## config.mk

```make
export PLATFORM = sky130hd
export DESIGN_NAME = ctrl_sequencer_flat
export DESIGN_NICKNAME = d
export VERILOG_FILES = /design/src/rtl/cu_pkg.sv /design/src/rtl/ctrl_sequencer_if.sv /design/src/rtl/cu_decode.sv /design/src/rtl/ctrl_sequencer.sv /design/src/flat_wrapper.sv
export SDC_FILE = /design/constraint.sdc
export NUM_CORES = 1
export LEC_CHECK = 0
export CORE_AREA = 3 3 74 76
export DETAILED_ROUTE_END_ITERATION = 10
export DIE_AREA = 0 0 77 79
export PLACE_DENSITY_LB_ADDON = 0.25
export SLEW_MARGIN = 0
export SYNTH_ARGS = -nofsm -noshare
export SYNTH_HDL_FRONTEND = slang
export SYNTH_SLANG_ARGS = --single-unit
```

## constraint.sdc

```tcl
create_clock -name clk -period 3.6 [get_ports clk]
set_clock_uncertainty 0.2 [all_clocks]
set_input_delay 1.08 -clock clk [delete_from_list [all_inputs] [get_ports clk]]
set_output_delay 1.08 -clock clk [all_outputs]
set_load 0.02 [all_outputs]
```

## src/rtl/cu_pkg.sv

```systemverilog
// Shared types and constants for the ctrl_sequencer control unit:
// opcodes, bus select codes, ALU ops, FSM states and decode classes.
package cu_pkg;

  localparam int unsigned LD_W = 11;

  typedef enum logic [3:0] {
    OP_NOP  = 4'h0,
    OP_MOV  = 4'h1,
    OP_LDAC = 4'h2,
    OP_STAC = 4'h3,
    OP_ADD  = 4'h4,
    OP_SUB  = 4'h5,
    OP_AND  = 4'h6,
    OP_OR   = 4'h7,
    OP_JMP  = 4'h8,
    OP_JMPZ = 4'h9,
    OP_HALT = 4'hF
  } opcode_e;

  localparam logic [3:0] BUS_AR = 4'd0;
  localparam logic [3:0] BUS_DR = 4'd1;
  localparam logic [3:0] BUS_R1 = 4'd2;
  localparam logic [3:0] BUS_R2 = 4'd3;
  localparam logic [3:0] BUS_R3 = 4'd4;
  localparam logic [3:0] BUS_RA = 4'd5;
  localparam logic [3:0] BUS_RB = 4'd6;
  localparam logic [3:0] BUS_RC = 4'd7;
  localparam logic [3:0] BUS_AC = 4'd8;
  localparam logic [3:0] BUS_IR = 4'd10;

  localparam logic [2:0] ALU_PASS = 3'd0;
  localparam logic [2:0] ALU_ADD  = 3'd1;
  localparam logic [2:0] ALU_SUB  = 3'd2;
  localparam logic [2:0] ALU_AND  = 3'd3;
  localparam logic [2:0] ALU_OR   = 3'd4;

  typedef enum logic [2:0] {
    ST_FETCH,
    ST_DECODE,
    ST_EXEC,
    ST_MEMRD,
    ST_MEMRD2,
    ST_MEMWR,
    ST_HALT
  } state_e;

  typedef enum logic [2:0] {
    CLS_NOP,
    CLS_MOV,
    CLS_ALU,
    CLS_LDAC,
    CLS_STAC,
    CLS_JMP,
    CLS_JMPZ,
    CLS_HALT
  } op_class_e;

  // Code 9 has no register behind it; 11..15 are unassigned.
  function automatic logic reg_code_valid(input logic [3:0] code);
    return (code <= BUS_AC) || (code == BUS_IR);
  endfunction

  function automatic logic [LD_W-1:0] ld_onehot(input logic [3:0] code);
    logic [LD_W-1:0] v;
    v = '0;
    if (reg_code_valid(code)) v = LD_W'(1) << code;
    return v;
  endfunction

endpackage

```

## src/rtl/ctrl_sequencer_if.sv

```systemverilog
// Bus/handshake bundle between ctrl_sequencer (master) and the datapath/memory (slave).
interface ctrl_sequencer_if #(
  parameter int unsigned PC_W = 12
);
  logic [15:0]          ir;
  logic                 z_flag;
  logic                 mem_ack;
  logic [3:0]           bus_sel;
  logic [cu_pkg::LD_W-1:0] ld_en;
  logic                 ir_from_mem;
  logic [2:0]           alu_op;
  logic                 mem_rd;
  logic                 mem_wr;
  logic                 addr_sel;
  logic [PC_W-1:0]      pc;
  logic                 halted;
  logic                 illegal;
  logic                 err;

  modport master (
    input  ir, z_flag, mem_ack,
    output bus_sel, ld_en, ir_from_mem, alu_op, mem_rd, mem_wr, addr_sel,
           pc, halted, illegal, err
  );

  modport slave (
    output ir, z_flag, mem_ack,
    input  bus_sel, ld_en, ir_from_mem, alu_op, mem_rd, mem_wr, addr_sel,
           pc, halted, illegal, err
  );
endinterface

```

## src/rtl/cu_decode.sv

```systemverilog
// Combinational instruction decode: opcode class, register-code validity,
// one-hot destination and ALU op. Illegal instructions decode as NOP.
module cu_decode
  import cu_pkg::*;
(
  input  logic [15:0]     ir,
  output op_class_e       op_class,
  output logic [3:0]      src,
  output logic [LD_W-1:0] dst_onehot,
  output logic [2:0]      alu_op,
  output logic [11:0]     target,
  output logic            illegal
);

  logic [3:0] dst;
  logic       src_ok;
  logic       dst_ok;

  assign src        = ir[11:8];
  assign dst        = ir[7:4];
  assign target     = ir[11:0];
  assign src_ok     = reg_code_valid(src);
  assign dst_ok     = reg_code_valid(dst);
  assign dst_onehot = ld_onehot(dst);

  always_comb begin
    op_class = CLS_NOP;
    alu_op   = ALU_PASS;
    illegal  = 1'b0;
    case (ir[15:12])
      OP_NOP:  op_class = CLS_NOP;
      OP_MOV: begin
        if (src_ok && dst_ok) op_class = CLS_MOV;
        else                  illegal  = 1'b1;
      end
      OP_ADD, OP_SUB, OP_AND, OP_OR: begin
        if (src_ok) begin
          op_class = CLS_ALU;
          case (ir[15:12])
            OP_ADD:  alu_op = ALU_ADD;
            OP_SUB:  alu_op = ALU_SUB;
            OP_AND:  alu_op = ALU_AND;
            default: alu_op = ALU_OR;
          endcase
        end else begin
          illegal = 1'b1;
        end
      end
      OP_LDAC: op_class = CLS_LDAC;
      OP_STAC: op_class = CLS_STAC;
      OP_JMP:  op_class = CLS_JMP;
      OP_JMPZ: op_class = CLS_JMPZ;
      OP_HALT: op_class = CLS_HALT;
      default: illegal  = 1'b1;
    endcase
  end

endmodule

```

## src/rtl/ctrl_sequencer.sv

```systemverilog
// Fetch/decode/execute control sequencer: owns the PC and drives bus select,
// register loads and ALU op. Optional memory-wait watchdog: CU_TIMEOUT_EN.
module ctrl_sequencer
  import cu_pkg::*;
#(
  parameter int unsigned PC_W    = 12,
  parameter int unsigned TIMEOUT = 64
) (
  input logic              clk,
  input logic              rst_n,
  ctrl_sequencer_if.master bus
);

  state_e          state_q, state_d;
  logic [PC_W-1:0] pc_q, pc_d;
  logic            illegal_q, illegal_d;

  logic [3:0]      bus_sel_c;
  logic [LD_W-1:0] ld_en_c;
  logic            ir_from_mem_c;
  logic [2:0]      alu_op_c;
  logic            mem_rd_c;
  logic            mem_wr_c;
  logic            addr_sel_c;
  logic            halted_c;
  logic            fetch_hold;

  op_class_e       dec_class;
  logic [3:0]      dec_src;
  logic [LD_W-1:0] dec_dst_onehot;
  logic [2:0]      dec_alu_op;
  logic [11:0]     dec_target;
  logic            dec_illegal;

  cu_decode u_decode (
    .ir         (bus.ir),
    .op_class   (dec_class),
    .src        (dec_src),
    .dst_onehot (dec_dst_onehot),
    .alu_op     (dec_alu_op),
    .target     (dec_target),
    .illegal    (dec_illegal)
  );

`ifdef CU_TIMEOUT_EN
  localparam int unsigned CNT_W = $clog2(TIMEOUT + 1);
  logic [CNT_W-1:0] wait_cnt_q, wait_cnt_d;
  logic             err_q, err_d;
  logic             drop_q, drop_d;

  // After a timeout, FETCH idles one cycle so the dropped request is visible.
  assign fetch_hold = drop_q;
`else
  assign fetch_hold = 1'b0;
`endif

  always_comb begin
    state_d       = state_q;
    pc_d          = pc_q;
    illegal_d     = illegal_q;
    bus_sel_c     = BUS_AR;
    ld_en_c       = '0;
    ir_from_mem_c = 1'b0;
    alu_op_c      = ALU_PASS;
    mem_rd_c      = 1'b0;
    mem_wr_c      = 1'b0;
    addr_sel_c    = 1'b0;
    halted_c      = 1'b0;

    case (state_q)
      ST_FETCH: begin
        if (!fetch_hold) begin
          mem_rd_c = 1'b1;
          if (bus.mem_ack) begin
            ld_en_c[BUS_IR] = 1'b1;
            ir_from_mem_c   = 1'b1;
            pc_d            = pc_q + PC_W'(1);
            state_d         = ST_DECODE;
          end
        end
      end
      ST_DECODE: begin
        illegal_d = illegal_q | dec_illegal;
        case (dec_class)
          CLS_LDAC: state_d = ST_MEMRD;
          CLS_STAC: state_d = ST_MEMWR;
          CLS_HALT: state_d = ST_HALT;
          default:  state_d = ST_EXEC;
        endcase
      end
      ST_EXEC: begin
        case (dec_class)
          CLS_MOV: begin
            bus_sel_c = dec_src;
            ld_en_c   = dec_dst_onehot;
          end
          CLS_ALU: begin
            bus_sel_c       = dec_src;
            alu_op_c        = dec_alu_op;
            ld_en_c[BUS_AC] = 1'b1;
          end
          CLS_JMP:  pc_d = PC_W'(dec_target);
          CLS_JMPZ: if (bus.z_flag) pc_d = PC_W'(dec_target);
          default: ;
        endcase
        state_d = ST_FETCH;
      end
      ST_MEMRD: begin
        mem_rd_c   = 1'b1;
        addr_sel_c = 1'b1;
        if (bus.mem_ack) begin
          ld_en_c[BUS_DR] = 1'b1;
          state_d         = ST_MEMRD2;
        end
      end
      ST_MEMRD2: begin
        bus_sel_c       = BUS_DR;
        ld_en_c[BUS_AC] = 1'b1;
        state_d         = ST_FETCH;
      end
      ST_MEMWR: begin
        bus_sel_c  = BUS_AC;
        mem_wr_c   = 1'b1;
        addr_sel_c = 1'b1;
        if (bus.mem_ack) state_d = ST_FETCH;
      end
      ST_HALT: halted_c = 1'b1;
      default: state_d = ST_FETCH;
    endcase

`ifdef CU_TIMEOUT_EN
    err_d      = err_q;
    drop_d     = 1'b0;
    wait_cnt_d = '0;
    if ((mem_rd_c || mem_wr_c) && !bus.mem_ack) begin
      if (wait_cnt_q == CNT_W'(TIMEOUT - 1)) begin
        state_d = ST_FETCH;
        err_d   = 1'b1;
        drop_d  = 1'b1;
      end else begin
        wait_cnt_d = wait_cnt_q + CNT_W'(1);
      end
    end
`endif
  end

  always_ff @(posedge clk or negedge rst_n) begin
    if (!rst_n) begin
      state_q   <= ST_FETCH;
      pc_q      <= '0;
      illegal_q <= 1'b0;
    end else begin
      state_q   <= state_d;
      pc_q      <= pc_d;
      illegal_q <= illegal_d;
    end
  end

`ifdef CU_TIMEOUT_EN
  always_ff @(posedge clk or negedge rst_n) begin
    if (!rst_n) begin
      wait_cnt_q <= '0;
      err_q      <= 1'b0;
      drop_q     <= 1'b0;
    end else begin
      wait_cnt_q <= wait_cnt_d;
      err_q      <= err_d;
      drop_q     <= drop_d;
    end
  end

  assign bus.err = err_q;
`else
  assign bus.err = 1'b0;
`endif

  // Reset state decodes to FETCH, so gate strobes with rst_n to drop requests at once.
  assign bus.bus_sel     = rst_n ? bus_sel_c     : '0;
  assign bus.ld_en       = rst_n ? ld_en_c       : '0;
  assign bus.ir_from_mem = rst_n ? ir_from_mem_c : 1'b0;
  assign bus.alu_op      = rst_n ? alu_op_c      : '0;
  assign bus.mem_rd      = rst_n ? mem_rd_c      : 1'b0;
  assign bus.mem_wr      = rst_n ? mem_wr_c      : 1'b0;
  assign bus.addr_sel    = rst_n ? addr_sel_c    : 1'b0;
  assign bus.halted      = rst_n ? halted_c      : 1'b0;
  assign bus.pc          = pc_q;
  assign bus.illegal     = illegal_q;

endmodule

```

## src/flat_wrapper.sv

```systemverilog
// flat-port wrapper written by rule: the top's interface ports become plain ports
module ctrl_sequencer_flat import cu_pkg::*;
#(
  parameter int unsigned PC_W    = 12,
  parameter int unsigned TIMEOUT = 64
)
  (clk, rst_n, bus_ir, bus_z_flag, bus_mem_ack, bus_bus_sel, bus_ld_en, bus_ir_from_mem, bus_alu_op, bus_mem_rd, bus_mem_wr, bus_addr_sel, bus_pc, bus_halted, bus_illegal, bus_err);
  ctrl_sequencer_if #(.PC_W(PC_W)) bus_i ();
  input logic clk;
  input logic rst_n;
  input wire logic [$bits(bus_i.ir)-1:0] bus_ir;
  input wire logic [$bits(bus_i.z_flag)-1:0] bus_z_flag;
  input wire logic [$bits(bus_i.mem_ack)-1:0] bus_mem_ack;
  output wire logic [$bits(bus_i.bus_sel)-1:0] bus_bus_sel;
  output wire logic [$bits(bus_i.ld_en)-1:0] bus_ld_en;
  output wire logic [$bits(bus_i.ir_from_mem)-1:0] bus_ir_from_mem;
  output wire logic [$bits(bus_i.alu_op)-1:0] bus_alu_op;
  output wire logic [$bits(bus_i.mem_rd)-1:0] bus_mem_rd;
  output wire logic [$bits(bus_i.mem_wr)-1:0] bus_mem_wr;
  output wire logic [$bits(bus_i.addr_sel)-1:0] bus_addr_sel;
  output wire logic [$bits(bus_i.pc)-1:0] bus_pc;
  output wire logic [$bits(bus_i.halted)-1:0] bus_halted;
  output wire logic [$bits(bus_i.illegal)-1:0] bus_illegal;
  output wire logic [$bits(bus_i.err)-1:0] bus_err;
  assign bus_i.ir = bus_ir;
  assign bus_i.z_flag = bus_z_flag;
  assign bus_i.mem_ack = bus_mem_ack;
  assign bus_bus_sel = bus_i.bus_sel;
  assign bus_ld_en = bus_i.ld_en;
  assign bus_ir_from_mem = bus_i.ir_from_mem;
  assign bus_alu_op = bus_i.alu_op;
  assign bus_mem_rd = bus_i.mem_rd;
  assign bus_mem_wr = bus_i.mem_wr;
  assign bus_addr_sel = bus_i.addr_sel;
  assign bus_pc = bus_i.pc;
  assign bus_halted = bus_i.halted;
  assign bus_illegal = bus_i.illegal;
  assign bus_err = bus_i.err;
  ctrl_sequencer #(.PC_W(PC_W), .TIMEOUT(TIMEOUT)) u_core (.clk(clk), .rst_n(rst_n), .bus(bus_i));
endmodule
```

==> Flow_metrics.wiki <==
{| class="wikitable"
! Metric !! Value
|-
| Dpl hpwl || 3380 um
|-
| Commonest cells after routing, fill and taps aside || 33 x sky130_fd_sc_hd__buf_4, 21 x sky130_fd_sc_hd__clkdlybuf4s50_1, 17 x sky130_fd_sc_hd__nand2_1
|-
| Area growth, synth to finish || 58.4%
|-
| Largest driver fanout on the critical path || 4
|-
| Number of instances in the synthesized netlist || 176
|-
| Portion of the post-synthesis area used by sequential elements || 0.280
|-
| Global-route total usage across every layer || 0.154
|-
| Library cells used by synthesis || 54
|-
| Sequential cell area in the final layout || 400 um2
|-
| Clock latency on the worst-skew pair || 250 ps
|-
| Setup CP Type || input port to output port
|-
| Clock period minus worst slack || 3620 ps
|-
| Slew HR || 0.429
|-
| Diodes inserted || 0
|-
| Kind of path behind the tightest hold check || flop to flop
|-
| R2R cell count || 5
|-
| Most common cell after layout, fill and taps aside || sky130_fd_sc_hd__buf_4
|-
| First-pass DRT Iterations || 4
|-
| Layout fillers || 475
|-
| DP Worst Slack || -971 ps
|-
| Number of buffers on the longest clock path || 2
|-
| Most used flip-flop cell after synthesis || sky130_fd_sc_hd__dfrtp_1
|-
| Wire length on met3 || 242 um
|-
| Crit. Startpoint || bus_ir[8]
|-
| Maximum operating frequency || 277 MHz
|-
| CTS clk-pin slew, worst paths || 70 ps
|-
| Share of the clock period used by the worst path after layout || 1.00
|-
| Final Max Slew Viols || 0
|-
| Worst Setup End Kind || output port
|-
| Clock tree from TritonCTS || yes
|-
| P_leak || 0.000997 uW
|-
| Ranking of synthesized cells by area || sky130_fd_sc_hd__dfrtp_1 28%, sky130_fd_sc_hd__a21oi_1 4.9%, sky130_fd_sc_hd__nand2_1 4.5%
|-
| XOR/XNOR Fraction of Synth Area || 0.0184
|-
| Post-detailed-route count of antenna-violating nets || 0
|-
| Root cell of the clock tree || sky130_fd_sc_hd__clkbuf_8
|-
| Sum of overflow across all layers after global routing || 0
|-
| Detailed Route WL || 4510 um
|-
| Global-route wire length before repair || 7650 um
|-
| Critical Path AT || 2340 ps
|-
| Multiplexer area fraction after synthesis || 0.00788
|-
| Placer's final routability congestion estimate || 0.820
|-
| Die W || 77 um
|-
| Mean instance size in the synthesized netlist || 8.12 um2
|-
| Final sum of negative setup slack || -16.5 ps
|-
| Flops & latches, synth || 16
|-
| Combined area of the multi-input logic cells || 982 um2
|-
| Number of antenna violations at the first check in global routing || 0
|-
| Largest area contributor in the synthesized netlist || sky130_fd_sc_hd__dfrtp_1
|-
| Die height || 79 um
|-
| Floorplan row count || 25
|-
| Worst reg2reg endpoint || u_core.bus.pc[8]
|-
| Post-synth top area share || 0.280
|-
| Number of sinks on the clock net || 16
|-
| Smallest setup slack after layout || -16.5 ps
|-
| Setup crit end || bus_ld_en[1]
|-
| Peak ir drop on the vdd network || 0.000314 V
|-
| Total stage count of the critical path || 6
|-
| DR WL met2 || 1980 um
|-
| Post-layout nets || 271
|-
| Starting Density || 0.299
|-
| Summed instance area of the synthesized netlist || 0.00143 mm2
|-
| Required time of the worst setup path || 2320 ps
|-
| Share of cells above drive strength 1 || 0.289
|-
| Number of buffer and inverter stages on the critical path || 2
|-
| Number of warning messages in the yosys log || 0
|-
| Outcome || complete, but fails checks
|-
| Largest delay contributor family on the critical path || simple AND/OR/NAND/NOR gates
|-
| Vias in the first global route || 1514
|-
| Post-route met1 wirelength || 2240 um
|-
| EDFF count, synth || 0
|-
| Number of buffers added on ports || 54
|-
| Final Hold Viols || 0
|-
| Share of synthesized flip-flops with an asynchronous set or reset || 1.00
|-
| Violated checks || negative setup slack
|-
| DRC || 0
|-
| CTS Buf Count || 3
|-
| Largest family of logic cells by synthesized area || simple AND/OR/NAND/NOR gates
|-
| CP max stage cell || sky130_fd_sc_hd__or4b_4
|-
| Synth Area in Compound Gates || 0.264
|-
| Setup repair after global routing missed its margin || yes
|-
| Average via count per standard cell || 5.08
|-
| Number of failing setup endpoints in the final timing report || 1
|-
| Adder-cell area share of the yosys netlist || 0.00876
|-
| Largest net degree at the start of global routing || 29
|-
| Startpoint type of the worst setup path || input port
|-
| Routed wire length per instance || 14.3 um
|-
| Area share of and/or/nand/nor cells after synthesis || 0.348
|-
| Core Box Area || 0.00479 mm2
|-
| CP peak stage delay || 550 ps
|-
| Boundary pin count || 57
|-
| Area of the die || 0.00608 mm2
|-
| Slew at the pin closest to its max-slew limit || 857 ps
|-
| DRC marker count from the first detailed-route iteration || 97
|-
| Vias || 1605
|-
| Power per Cell Area || 600 mW/mm2
|-
| Source of the worst register-to-register timing path || u_core.state_q[2]
|-
| Total of max-cap violations || 0
|-
| Cell-by-cell listing of the critical path || buf_8 -> o21ai_4 -> nand4_4 -> or4b_4 -> o22ai_2 -> buf_6
|-
| Highest routed layer || met4
|-
| H-tree levels || 1
|-
| Worst-case register-to-register setup slack || 1330 ps
|}
==> worst min-delay path, cell delays in order (launching register included) <==
cell and delay, ps:
sky130_fd_sc_hd__dfrtp_1 350, sky130_fd_sc_hd__a31oi_1 40, sky130_fd_sc_hd__o31ai_1 50
==> worst min path at each step <==
stage / start / to / slack, ps / depth (start not counted)
floorplan: u_core.bus.illegal / u_core.bus.illegal / 380 / 2
global placement: u_core.bus.illegal / u_core.bus.illegal / 270 / 2
detailed placement: u_core.bus.illegal / u_core.bus.illegal / 270 / 2
CTS: u_core.bus.illegal / u_core.bus.illegal / 280 / 2
global route: u_core.bus.illegal / u_core.bus.illegal / 310 / 2
finish: u_core.bus.illegal / u_core.bus.illegal / 270 / 2
==> metrics by stage <==
step                 util  hold WS (ps)  instances  instance area, um2  total power, uW
floorplan               -           380        177                1430              882
global placement    0.451           269        309                2160             1180
detailed placement  0.451           265        309                2160             1190
CTS                 0.464           281        316                2220             1360
global route        0.473           307        316                2260             1470
finish              0.473           274        316                2260             1360
==> layer usage <==
layer	up-vias	global-route usage
li1	806	-
met5	-	0
met2	50	0.240
met4	0	0.0480
met3	5	0.0261
met1	744	0.219
==> cell usage after synthesis, drive strengths merged (2+ instances only) <==
master,instances
nand4,6
a31oi,4
a2bb2oi,4
o2bb2a,2
nand3,6
nor3b,2
a21o,2
a311oi,2
o22ai,7
and3,3
inv,4
nor2,12
nor3,8
o31ai,3
nor4b,3
dfrtp,16
clkbuf,2
o21ai,13
xor2,2
and4,2
nand2b,8
nor2b,3
buf,12
nand2,17
and2,3
a21oi,14
==> layout make-up <==
| cell class | count | share of cell area |
|---|---|---|
| Multi-Input combinational cell | 143 | 0.434 |
| Timing Repair Buffer | 82 | 0.321 |
| Sequential cell | 16 | 0.177 |
| Tap cell | 67 | 0.0370 |
| Clock buffer | 4 | 0.0243 |
| Inverter | 4 | 0.00663 |
==> what timing repair did <==
action | CTS | global route
setup endpoints to repair | 22 | 13
setup buffers | 3 | 0
hold buffers | 0 | 0
resized for setup | 111 | 23
pin swaps | 6 | 6
==> sequential cells by signal, indices dropped and copies added (netlist names) <==
name                count
u_core.state_q          3
u_core.bus.illegal      1
u_core.bus.pc          12
==> power breakdown <==
group,switching [uW],internal (uW)
logic,444,373
registers,116,260
clock network,67.4,97.2
==> cell families (layout without fill, tap and decap cells) <==
| group | after synthesis | in the layout |
|---|---|---|
| fa+ha+maj | 1 | 1 |
| compound gates | 57 | 57 |
| simple gates | 79 | 79 |
| other cells | 1 | 2 |
| buf+inv | 18 | 90 |
| flops | 16 | 16 |
| mux | 1 | 1 |
| xor+xnor | 3 | 3 |
(Power assumes the default switching activity.)
